<file path="config.mk">
export PLATFORM = sky130hd
export DESIGN_NAME = andla_ldma_seq_flat
export DESIGN_NICKNAME = d
export VERILOG_FILES = /design/src/rtl/andla_ldma_seq_if.sv /design/src/rtl/andla_ldma_seq.sv /design/src/flat_wrapper.sv
export SDC_FILE = /design/constraint.sdc
export NUM_CORES = 1
export LEC_CHECK = 0
export ABC_AREA = 1
export BUFFER_PORTS_ARGS = -buffer_cell sky130_fd_sc_hd__buf_2
export CAP_MARGIN = 20
export CELL_PAD_IN_SITES_DETAIL_PLACEMENT = 2
export CELL_PAD_IN_SITES_GLOBAL_PLACEMENT = 2
export CORE_ASPECT_RATIO = 0.6
export CORE_MARGIN = 4
export CORE_UTILIZATION = 35
export DETAILED_ROUTE_END_ITERATION = 6
export GPL_ROUTABILITY_DRIVEN = 0
export PLACE_DENSITY_LB_ADDON = 0.1
export SLEW_MARGIN = 10
export SYNTH_ARGS = -nofsm -noshare
export SYNTH_HDL_FRONTEND = slang
export SYNTH_SLANG_ARGS = --single-unit
</file>
<file path="constraint.sdc">
create_clock -name clk -period 3.45 [get_ports clk]
set_input_delay 0.5175 -clock clk [delete_from_list [all_inputs] [get_ports clk]]
set_output_delay 0.5175 -clock clk [all_outputs]
set_load 0.03 [all_outputs]
</file>
<file path="src/rtl/andla_ldma_seq_if.sv">
// Beat request channel from the load-DMA sequencer to the downstream data mover.
// The master presents addresses with valid/last. The slave accepts a beat with ready.
interface andla_ldma_seq_if #(
  parameter int unsigned EXRAM_ADDR_W = 32,
  parameter int unsigned SHRAM_ADDR_W = 16
);
  logic                    valid;
  logic                    ready;
  logic [EXRAM_ADDR_W-1:0] exram_addr;
  logic [SHRAM_ADDR_W-1:0] shram_addr;
  logic                    last;

  modport master (
    output valid,
    output exram_addr,
    output shram_addr,
    output last,
    input  ready
  );

  modport slave (
    input  valid,
    input  exram_addr,
    input  shram_addr,
    input  last,
    output ready
  );
endinterface

</file>
<file path="src/rtl/andla_ldma_seq.sv">
// Load-DMA address sequencer: walks a w/h/n strided exram region and issues one beat
// per element toward consecutive shram words. Addresses are built by adders only.
module andla_ldma_seq #(
  parameter int unsigned EXRAM_ADDR_W = 32,
  parameter int unsigned SHRAM_ADDR_W = 16,
  parameter int unsigned DIM_W        = 16,
  parameter int unsigned STRIDE_W     = 32
) (
  input  logic                    clk,
  input  logic                    rst_n,
  input  logic                    start_i,
  input  logic [EXRAM_ADDR_W-1:0] cfg_exram_addr_i,
  input  logic [SHRAM_ADDR_W-1:0] cfg_shram_addr_i,
  input  logic [DIM_W-1:0]        cfg_w_i,
  input  logic [DIM_W-1:0]        cfg_h_i,
  input  logic [DIM_W-1:0]        cfg_n_i,
  input  logic [STRIDE_W-1:0]     cfg_stride_w_i,
  input  logic [STRIDE_W-1:0]     cfg_stride_h_i,
  input  logic [STRIDE_W-1:0]     cfg_stride_n_i,
  andla_ldma_seq_if.master        req,
  output logic                    busy_o,
  output logic                    done_o,
  output logic                    except_trigger_o
);

  localparam int unsigned CntW = 3 * DIM_W;

  typedef enum logic [1:0] {StIdle, StRun, StDone} state_e;

  state_e                  state_q;
  logic [DIM_W-1:0]        w_q, h_q, n_q;
  logic [DIM_W-1:0]        iw_q, ih_q, in_q;
  logic [EXRAM_ADDR_W-1:0] stride_w_q, stride_h_q, stride_n_q;
  logic [EXRAM_ADDR_W-1:0] addr_q, row_q, plane_q;
  logic [SHRAM_ADDR_W-1:0] shram_base_q, shram_q;
  logic [CntW-1:0]         beat_cnt_q;
  logic                    valid_q, last_q, busy_q, done_q, exc_q;

  logic [DIM_W-1:0]        iw_d, ih_d, in_d;
  logic [EXRAM_ADDR_W-1:0] addr_d, row_d, plane_d;
  logic                    last_d, iw_wrap, ih_wrap, cfg_zero, cfg_single;

  // Position and address of the beat following the current one.
  always_comb begin
    iw_d    = iw_q;
    ih_d    = ih_q;
    in_d    = in_q;
    addr_d  = addr_q;
    row_d   = row_q;
    plane_d = plane_q;
    iw_wrap = (iw_q == (w_q - DIM_W'(1)));
    ih_wrap = (ih_q == (h_q - DIM_W'(1)));
    if (!iw_wrap) begin
      iw_d   = iw_q + DIM_W'(1);
      addr_d = addr_q + stride_w_q;
    end else if (!ih_wrap) begin
      iw_d   = '0;
      ih_d   = ih_q + DIM_W'(1);
      row_d  = row_q + stride_h_q;
      addr_d = row_d;
    end else begin
      iw_d    = '0;
      ih_d    = '0;
      in_d    = in_q + DIM_W'(1);
      plane_d = plane_q + stride_n_q;
      row_d   = plane_d;
      addr_d  = plane_d;
    end
    last_d = (iw_d == (w_q - DIM_W'(1))) && (ih_d == (h_q - DIM_W'(1))) &&
             (in_d == (n_q - DIM_W'(1)));
    cfg_zero   = (cfg_w_i == '0) || (cfg_h_i == '0) || (cfg_n_i == '0);
    cfg_single = (cfg_w_i == DIM_W'(1)) && (cfg_h_i == DIM_W'(1)) && (cfg_n_i == DIM_W'(1));
  end

  always_ff @(posedge clk or negedge rst_n) begin
    if (!rst_n) begin
      state_q      <= StIdle;
      w_q          <= '0;
      h_q          <= '0;
      n_q          <= '0;
      iw_q         <= '0;
      ih_q         <= '0;
      in_q         <= '0;
      stride_w_q   <= '0;
      stride_h_q   <= '0;
      stride_n_q   <= '0;
      addr_q       <= '0;
      row_q        <= '0;
      plane_q      <= '0;
      shram_base_q <= '0;
      shram_q      <= '0;
      beat_cnt_q   <= '0;
      valid_q      <= 1'b0;
      last_q       <= 1'b0;
      busy_q       <= 1'b0;
      done_q       <= 1'b0;
      exc_q        <= 1'b0;
    end else begin
      done_q <= 1'b0;
      // Any start outside IDLE (including the DONE cycle) is flagged and otherwise dropped.
      exc_q  <= start_i && (state_q != StIdle);
      case (state_q)
        StIdle: begin
          if (start_i) begin
            w_q          <= cfg_w_i;
            h_q          <= cfg_h_i;
            n_q          <= cfg_n_i;
            stride_w_q   <= EXRAM_ADDR_W'(cfg_stride_w_i);
            stride_h_q   <= EXRAM_ADDR_W'(cfg_stride_h_i);
            stride_n_q   <= EXRAM_ADDR_W'(cfg_stride_n_i);
            iw_q         <= '0;
            ih_q         <= '0;
            in_q         <= '0;
            addr_q       <= cfg_exram_addr_i;
            row_q        <= cfg_exram_addr_i;
            plane_q      <= cfg_exram_addr_i;
            shram_base_q <= cfg_shram_addr_i;
            shram_q      <= cfg_shram_addr_i;
            beat_cnt_q   <= '0;
            busy_q       <= 1'b1;
            if (cfg_zero) begin
              state_q <= StDone;
              done_q  <= 1'b1;
            end else begin
              state_q <= StRun;
              valid_q <= 1'b1;
              last_q  <= cfg_single;
            end
          end
        end
        StRun: begin
          if (valid_q && req.ready) begin
            if (last_q) begin
              state_q <= StDone;
              valid_q <= 1'b0;
              last_q  <= 1'b0;
              done_q  <= 1'b1;
            end else begin
              iw_q       <= iw_d;
              ih_q       <= ih_d;
              in_q       <= in_d;
              addr_q     <= addr_d;
              row_q      <= row_d;
              plane_q    <= plane_d;
              beat_cnt_q <= beat_cnt_q + CntW'(1);
              shram_q    <= shram_base_q + SHRAM_ADDR_W'(beat_cnt_q + CntW'(1));
              last_q     <= last_d;
            end
          end
        end
        StDone: begin
          state_q <= StIdle;
          busy_q  <= 1'b0;
        end
        default: begin
          state_q <= StIdle;
          valid_q <= 1'b0;
          last_q  <= 1'b0;
          busy_q  <= 1'b0;
        end
      endcase
    end
  end

  assign req.valid        = valid_q;
  assign req.exram_addr   = addr_q;
  assign req.shram_addr   = shram_q;
  assign req.last         = last_q;
  assign busy_o           = busy_q;
  assign done_o           = done_q;
  assign except_trigger_o = exc_q;

endmodule

</file>
<file path="src/flat_wrapper.sv">
// flat-port wrapper written by rule: the top's interface ports become plain ports
module andla_ldma_seq_flat 
#(
  parameter int unsigned EXRAM_ADDR_W = 32,
  parameter int unsigned SHRAM_ADDR_W = 16,
  parameter int unsigned DIM_W        = 16,
  parameter int unsigned STRIDE_W     = 32
)
  (clk, rst_n, start_i, cfg_exram_addr_i, cfg_shram_addr_i, cfg_w_i, cfg_h_i, cfg_n_i, cfg_stride_w_i, cfg_stride_h_i, cfg_stride_n_i, busy_o, done_o, except_trigger_o, req_valid, req_exram_addr, req_shram_addr, req_last, req_ready);
  andla_ldma_seq_if #(.EXRAM_ADDR_W(EXRAM_ADDR_W), .SHRAM_ADDR_W(SHRAM_ADDR_W)) req_i ();
  input  logic clk;
  input  logic rst_n;
  input  logic start_i;
  input  logic [EXRAM_ADDR_W-1:0] cfg_exram_addr_i;
  input  logic [SHRAM_ADDR_W-1:0] cfg_shram_addr_i;
  input  logic [DIM_W-1:0] cfg_w_i;
  input  logic [DIM_W-1:0] cfg_h_i;
  input  logic [DIM_W-1:0] cfg_n_i;
  input  logic [STRIDE_W-1:0] cfg_stride_w_i;
  input  logic [STRIDE_W-1:0] cfg_stride_h_i;
  input  logic [STRIDE_W-1:0] cfg_stride_n_i;
  output logic busy_o;
  output logic done_o;
  output logic except_trigger_o;
  output wire logic [$bits(req_i.valid)-1:0] req_valid;
  output wire logic [$bits(req_i.exram_addr)-1:0] req_exram_addr;
  output wire logic [$bits(req_i.shram_addr)-1:0] req_shram_addr;
  output wire logic [$bits(req_i.last)-1:0] req_last;
  input wire logic [$bits(req_i.ready)-1:0] req_ready;
  assign req_valid = req_i.valid;
  assign req_exram_addr = req_i.exram_addr;
  assign req_shram_addr = req_i.shram_addr;
  assign req_last = req_i.last;
  assign req_i.ready = req_ready;
  andla_ldma_seq #(.EXRAM_ADDR_W(EXRAM_ADDR_W), .SHRAM_ADDR_W(SHRAM_ADDR_W), .DIM_W(DIM_W), .STRIDE_W(STRIDE_W)) u_core (.clk(clk), .rst_n(rst_n), .start_i(start_i), .cfg_exram_addr_i(cfg_exram_addr_i), .cfg_shram_addr_i(cfg_shram_addr_i), .cfg_w_i(cfg_w_i), .cfg_h_i(cfg_h_i), .cfg_n_i(cfg_n_i), .cfg_stride_w_i(cfg_stride_w_i), .cfg_stride_h_i(cfg_stride_h_i), .cfg_stride_n_i(cfg_stride_n_i), .req(req_i), .busy_o(busy_o), .done_o(done_o), .except_trigger_o(except_trigger_o));
endmodule
</file>
==> metrics.md <==
| Metric | Value |
|---|---|
| Unique cell type count in the Yosys netlist | `65` |
| Crit-path most repeated cell | `nand2_1` |
| Initial DRC count | `1,933` |
| Worst VDD drop | `0.9270 mV` |
| CTS H-tree depth | `2` |
| Most used DFF post-synth | `dfrtp_1` |
| Syn_area_per_cell | `7.435 µm²` |
| Post-synth EDFFs | `0` |
| Placed inst area | `0.02699 mm²` |
| Crit path from | `u_core.w_q[3]` |
| Full die area | `0.07290 mm²` |
| Clock Path Buffers | `3` |
| Crit path time final | `3.328 ns` |
| Post-synthesis sequential area ratio | `35.80%` |
| Yosys warns | `0` |
| RSZ-0062 raised after global routing | `true` |
| Worst reg2reg startpoint | `u_core.w_q[3]` |
| Slowest stage delay, CP | `0.47 ns` |
| Pwr Density | `1249 mW/mm²` |
| Critical path arrival | `3.86 ns` |
| Highest Clock Rate | `300.5 MHz` |
| Max transition margin | `34.37%` |
| Global-route wire length before repair | `167.7 mm` |
| Largest net degree at the start of global routing | `133` |
| Run status | `completed` |
| Max_cap viols | `0` |
| Final setup viols | `0` |
| Final WL | `111.9 mm` |
| Worst R2R Path Depth | `22` |
| Filler instances | `7,920` |
| Placed insts | `4,400` |
| # DRC | `0` |
| Via-to-Cell Ratio | `5.537` |
| Worst path cell trace | `nor2_4, nand2_2, nor2_4, inv_1, nand2_1, nand2_1, nand2_1, nand3_1, nor3_2, nand3_4, buf_6, nand2_1, nor2_1, nor3_1, nand3_1, nor2_2, nand2_1, nor2_1, nand2_1, nand2_1, nand2_1, nand2_1` |
| CP max-delay cell | `dfrtp_2` |
| Net count after synthesis | `3,540` |
| Lkg Pwr | `14.16 nW` |
| CTS tree | `done` |
| Worst-Skew Late Latency | `0.61 ns` |
| Final #Nets | `3,866` |
| Worst setup path endpoint | `u_core.req.last` |
| Hold Crit Depth | `2` |
| DRT antenna net count | `0` |
| Cells after Synth | `3,225` |
| Initial antenna violation count | `6` |
| TritonCTS Sinks | `343` |
| Layout area overhead | `21.71%` |
| Tot Pwr | `36.45 mW` |
| Root buffer cell | `clkbuf_16` |
| Num CTS Buffers | `41` |
| Total Routing Usage GR | `29.67%` |
| Yosys reg bits | `343` |
| Hpwl dp | `86.22 mm` |
| Footprint of the multi-input gates | `0.01420 mm²` |
| WL/cell | `24.90 µm` |
| # IOs | `249` |
| Layout cells sized above 1 | `20.04%` |
| Via count | `24,889` |
| Total area of sequential cells | `0.008592 mm²` |
| Setup TNS Final | `0 ns` |
| Fin crit share | `96.46%` |
| Clk pin slew, worst setup/hold paths | `0.07 ns` |
| Asr flop ratio synth | `100.0%` |
| Ant. Diodes | `0` |
| Die height | `210.7 µm` |
| Port Buffers | `248` |
| CP Capture Type | `flip-flop` |
| Netlist Area Pre-Place | `0.02398 mm²` |
| Vias in the first global route | `26,697` |
| Reg2reg setup slack | `0.12 ns` |
| WP data required | `3.98 ns` |
| Least-Margin Pin Slew | `0.9845 ns` |
| Total grt overflow | `0` |
| Die width | `345.9 µm` |
| Std-Cell Rows | `74` |
| Slew Viols, Final | `0` |
| Clock Skew | `0.03605 ns` |
| Crit Path Class | `reg2reg` |
| Hold Path Class | `in2reg` |
| Critical R2R Capture | `u_core.req.last` |
| Drt pass-1 iters | `5` |
| Finished Core Util | `42.94%` |
| Maximum fanout along the worst path | `16` |
| Fin. Hold Viols | `0` |
| Core Area | `0.06796 mm²` |
| Startpoint types | `flip-flop` |
| Final Non-Filler Cells | `4,495` |
| Initial Utilization | `35.28%` |
| Post-Layout Inst Area | `0.02918 mm²` |
==> synth_stat cells, types with 3 or more instances <==
library cell  number  area, µm²
a21boi_0           9      67.56
a21o_1             7      52.55
a21oi_1          228       1141
a221oi_1           5      43.79
a2bb2oi_1         18      157.7
a31oi_1           49      306.5
buf_1              8      30.03
buf_2             15      75.07
buf_4              4      30.03
buf_6              4      45.04
clkbuf_1          65      244.0
clkinv_1           3      11.26
dfrtp_1          343       8583
fa_1               4      80.08
ha_1             115       1439
inv_1            336       1261
inv_2             11      41.29
mux2_2           104       1171
nand2_1          830       3115
nand2_2            6      37.54
nand2_4            3      33.78
nand3_1          171      855.8
nand3b_1           9      67.56
nand4_1           42      262.8
nor2_1           282       1059
nor2_2             3      18.77
nor2_4             6      67.56
nor3_1            48      240.2
nor4_1            15      93.84
o2111ai_1          3      26.28
o211ai_1           9      67.56
o21a_1            12      90.09
o21ai_0          164      820.8
o21ai_1           18      90.09
o21bai_1           8      60.06
o221ai_1           4      35.03
o22ai_1           64      400.4
o31ai_1            3      22.52
or2_2             10      62.56
xnor2_1           41      359.1
xor2_1           114      998.5
==> how the worst min path moves through the flow <==
stage                                   from                  endpoint  slack [ns]
finish                    cfg_stride_w_i[19]     u_core.stride_w_q[19]        0.13
global route              cfg_stride_w_i[17]     u_core.stride_w_q[17]        0.11
CTS                       cfg_stride_w_i[19]     u_core.stride_w_q[19]        0.11
detailed placement  u_core.req.shram_addr[5]  u_core.req.shram_addr[5]        0.48
global placement    u_core.req.shram_addr[5]  u_core.req.shram_addr[5]        0.47
floorplan                              rst_n      u_core.beat_cnt_q[0]        0.22
==> worst max-delay path, delay by kind of cell (launching register included) <==
family	cells	cell delay (ns)
buffers and inverters	2	0.28
DFF	1	0.47
and+or+nand+nor	20	2.50
==> kinds of logic (layout without fill, tap and decap cells) <==
group,count (synthesis),count (layout),synth area share (%)
adders and majority gates,119,119,6.335
and+or+nand+nor,1437,1437,25.17
xor gates and xnor gates,156,156,5.756
buffers and inverters,446,804,7.248
DFF,343,343,35.80
muxes,105,105,4.926
AOI/OAI and AO/OA,619,619,14.77
==> metal layers <==
| metal | global-route usage, % | share of wire (%) | up-vias |
|---|---|---|---|
| met5 | 0 | 0.031 | - |
| met4 | 5.109 | 1.4 | 6 |
| met3 | 6.853 | 7.6 | 100 |
| met2 | 43.25 | 41 | 667 |
| met1 | 45.10 | 50 | 12730 |
| li1 | - | - | 11386 |
==> layout make-up <==
cell class | instances | area share, %
multi-input combinational | 2436 | 48.65
sequential | 343 | 29.44
timing repair buffer | 379 | 8.510
inverter | 350 | 4.553
clock buffer | 58 | 4.081
tap | 912 | 3.910
clock inverter | 17 | 0.8575
==> cells in the final DEF (no fill, tap or decap), drive strengths merged, types with 41 or more instances in the layout <==
cell type | synthesis | final
xnor2 | 41 | 41
nand3 | 173 | 173
xor2 | 114 | 114
inv | 347 | 347
nor3 | 49 | 49
o22ai | 64 | 64
a21oi | 229 | 229
nand4 | 42 | 42
clkbuf | 65 | 60
nand2 | 839 | 839
dfrtp | 343 | 343
o21ai | 184 | 184
buf | 31 | 376
ha | 115 | 115
nor2 | 292 | 292
mux2 | 104 | 104
a31oi | 49 | 49
==> metrics by stage <==
stage | worst slack (ns) | hold WS (ns)
after detailed placement | -0.2478 | 0.4774
after CTS | 0.0001892 | 0.1084
after floorplan | 0.3484 | 0.2219
after global placement | 0.01458 | 0.4651
final | 0.1220 | 0.1317
after global routing | -0.1354 | 0.1141
==> power breakdown <==
group | total [mW] | switching, mW | leakage [nW] | internal, mW
Clock | 4.90 | 2.04 | 0.716 | 2.86
Sequential | 7.41 | 1.67 | 4.12 | 5.74
Combinational | 24.1 | 15.8 | 9.33 | 8.39
Total | 36.5 | 19.5 | 14.2 | 17.0
==> repair_timing <==
| action | CTS | global route |
|---|---|---|
| hold endpoints to repair | 66 | 0 |
| endpoints found under the setup margin | 48 | 94 |
| pin swaps | 2 | 33 |
| setup buffers | 2 | 15 |
| gates resized for setup | 19 | 159 |
| hold buffers | 1 | 0 |
| cloned | 0 | 2 |
==> registers in the layout, summed over array words and instances (netlist names), 16 cells and up <==
name / flops
u_core.row_q: 32
u_core.ih_q: 16
u_core.shram_base_q: 16
u_core.stride_n_q: 32
u_core.in_q: 16
u_core.iw_q: 16
u_core.beat_cnt_q: 16
u_core.w_q: 16
u_core.n_q: 16
u_core.req.shram_addr: 16
u_core.h_q: 16
u_core.req.exram_addr: 32
u_core.plane_q: 32
u_core.stride_h_q: 32
u_core.stride_w_q: 32
No activity file was read; power rests on OpenSTA's default activity.
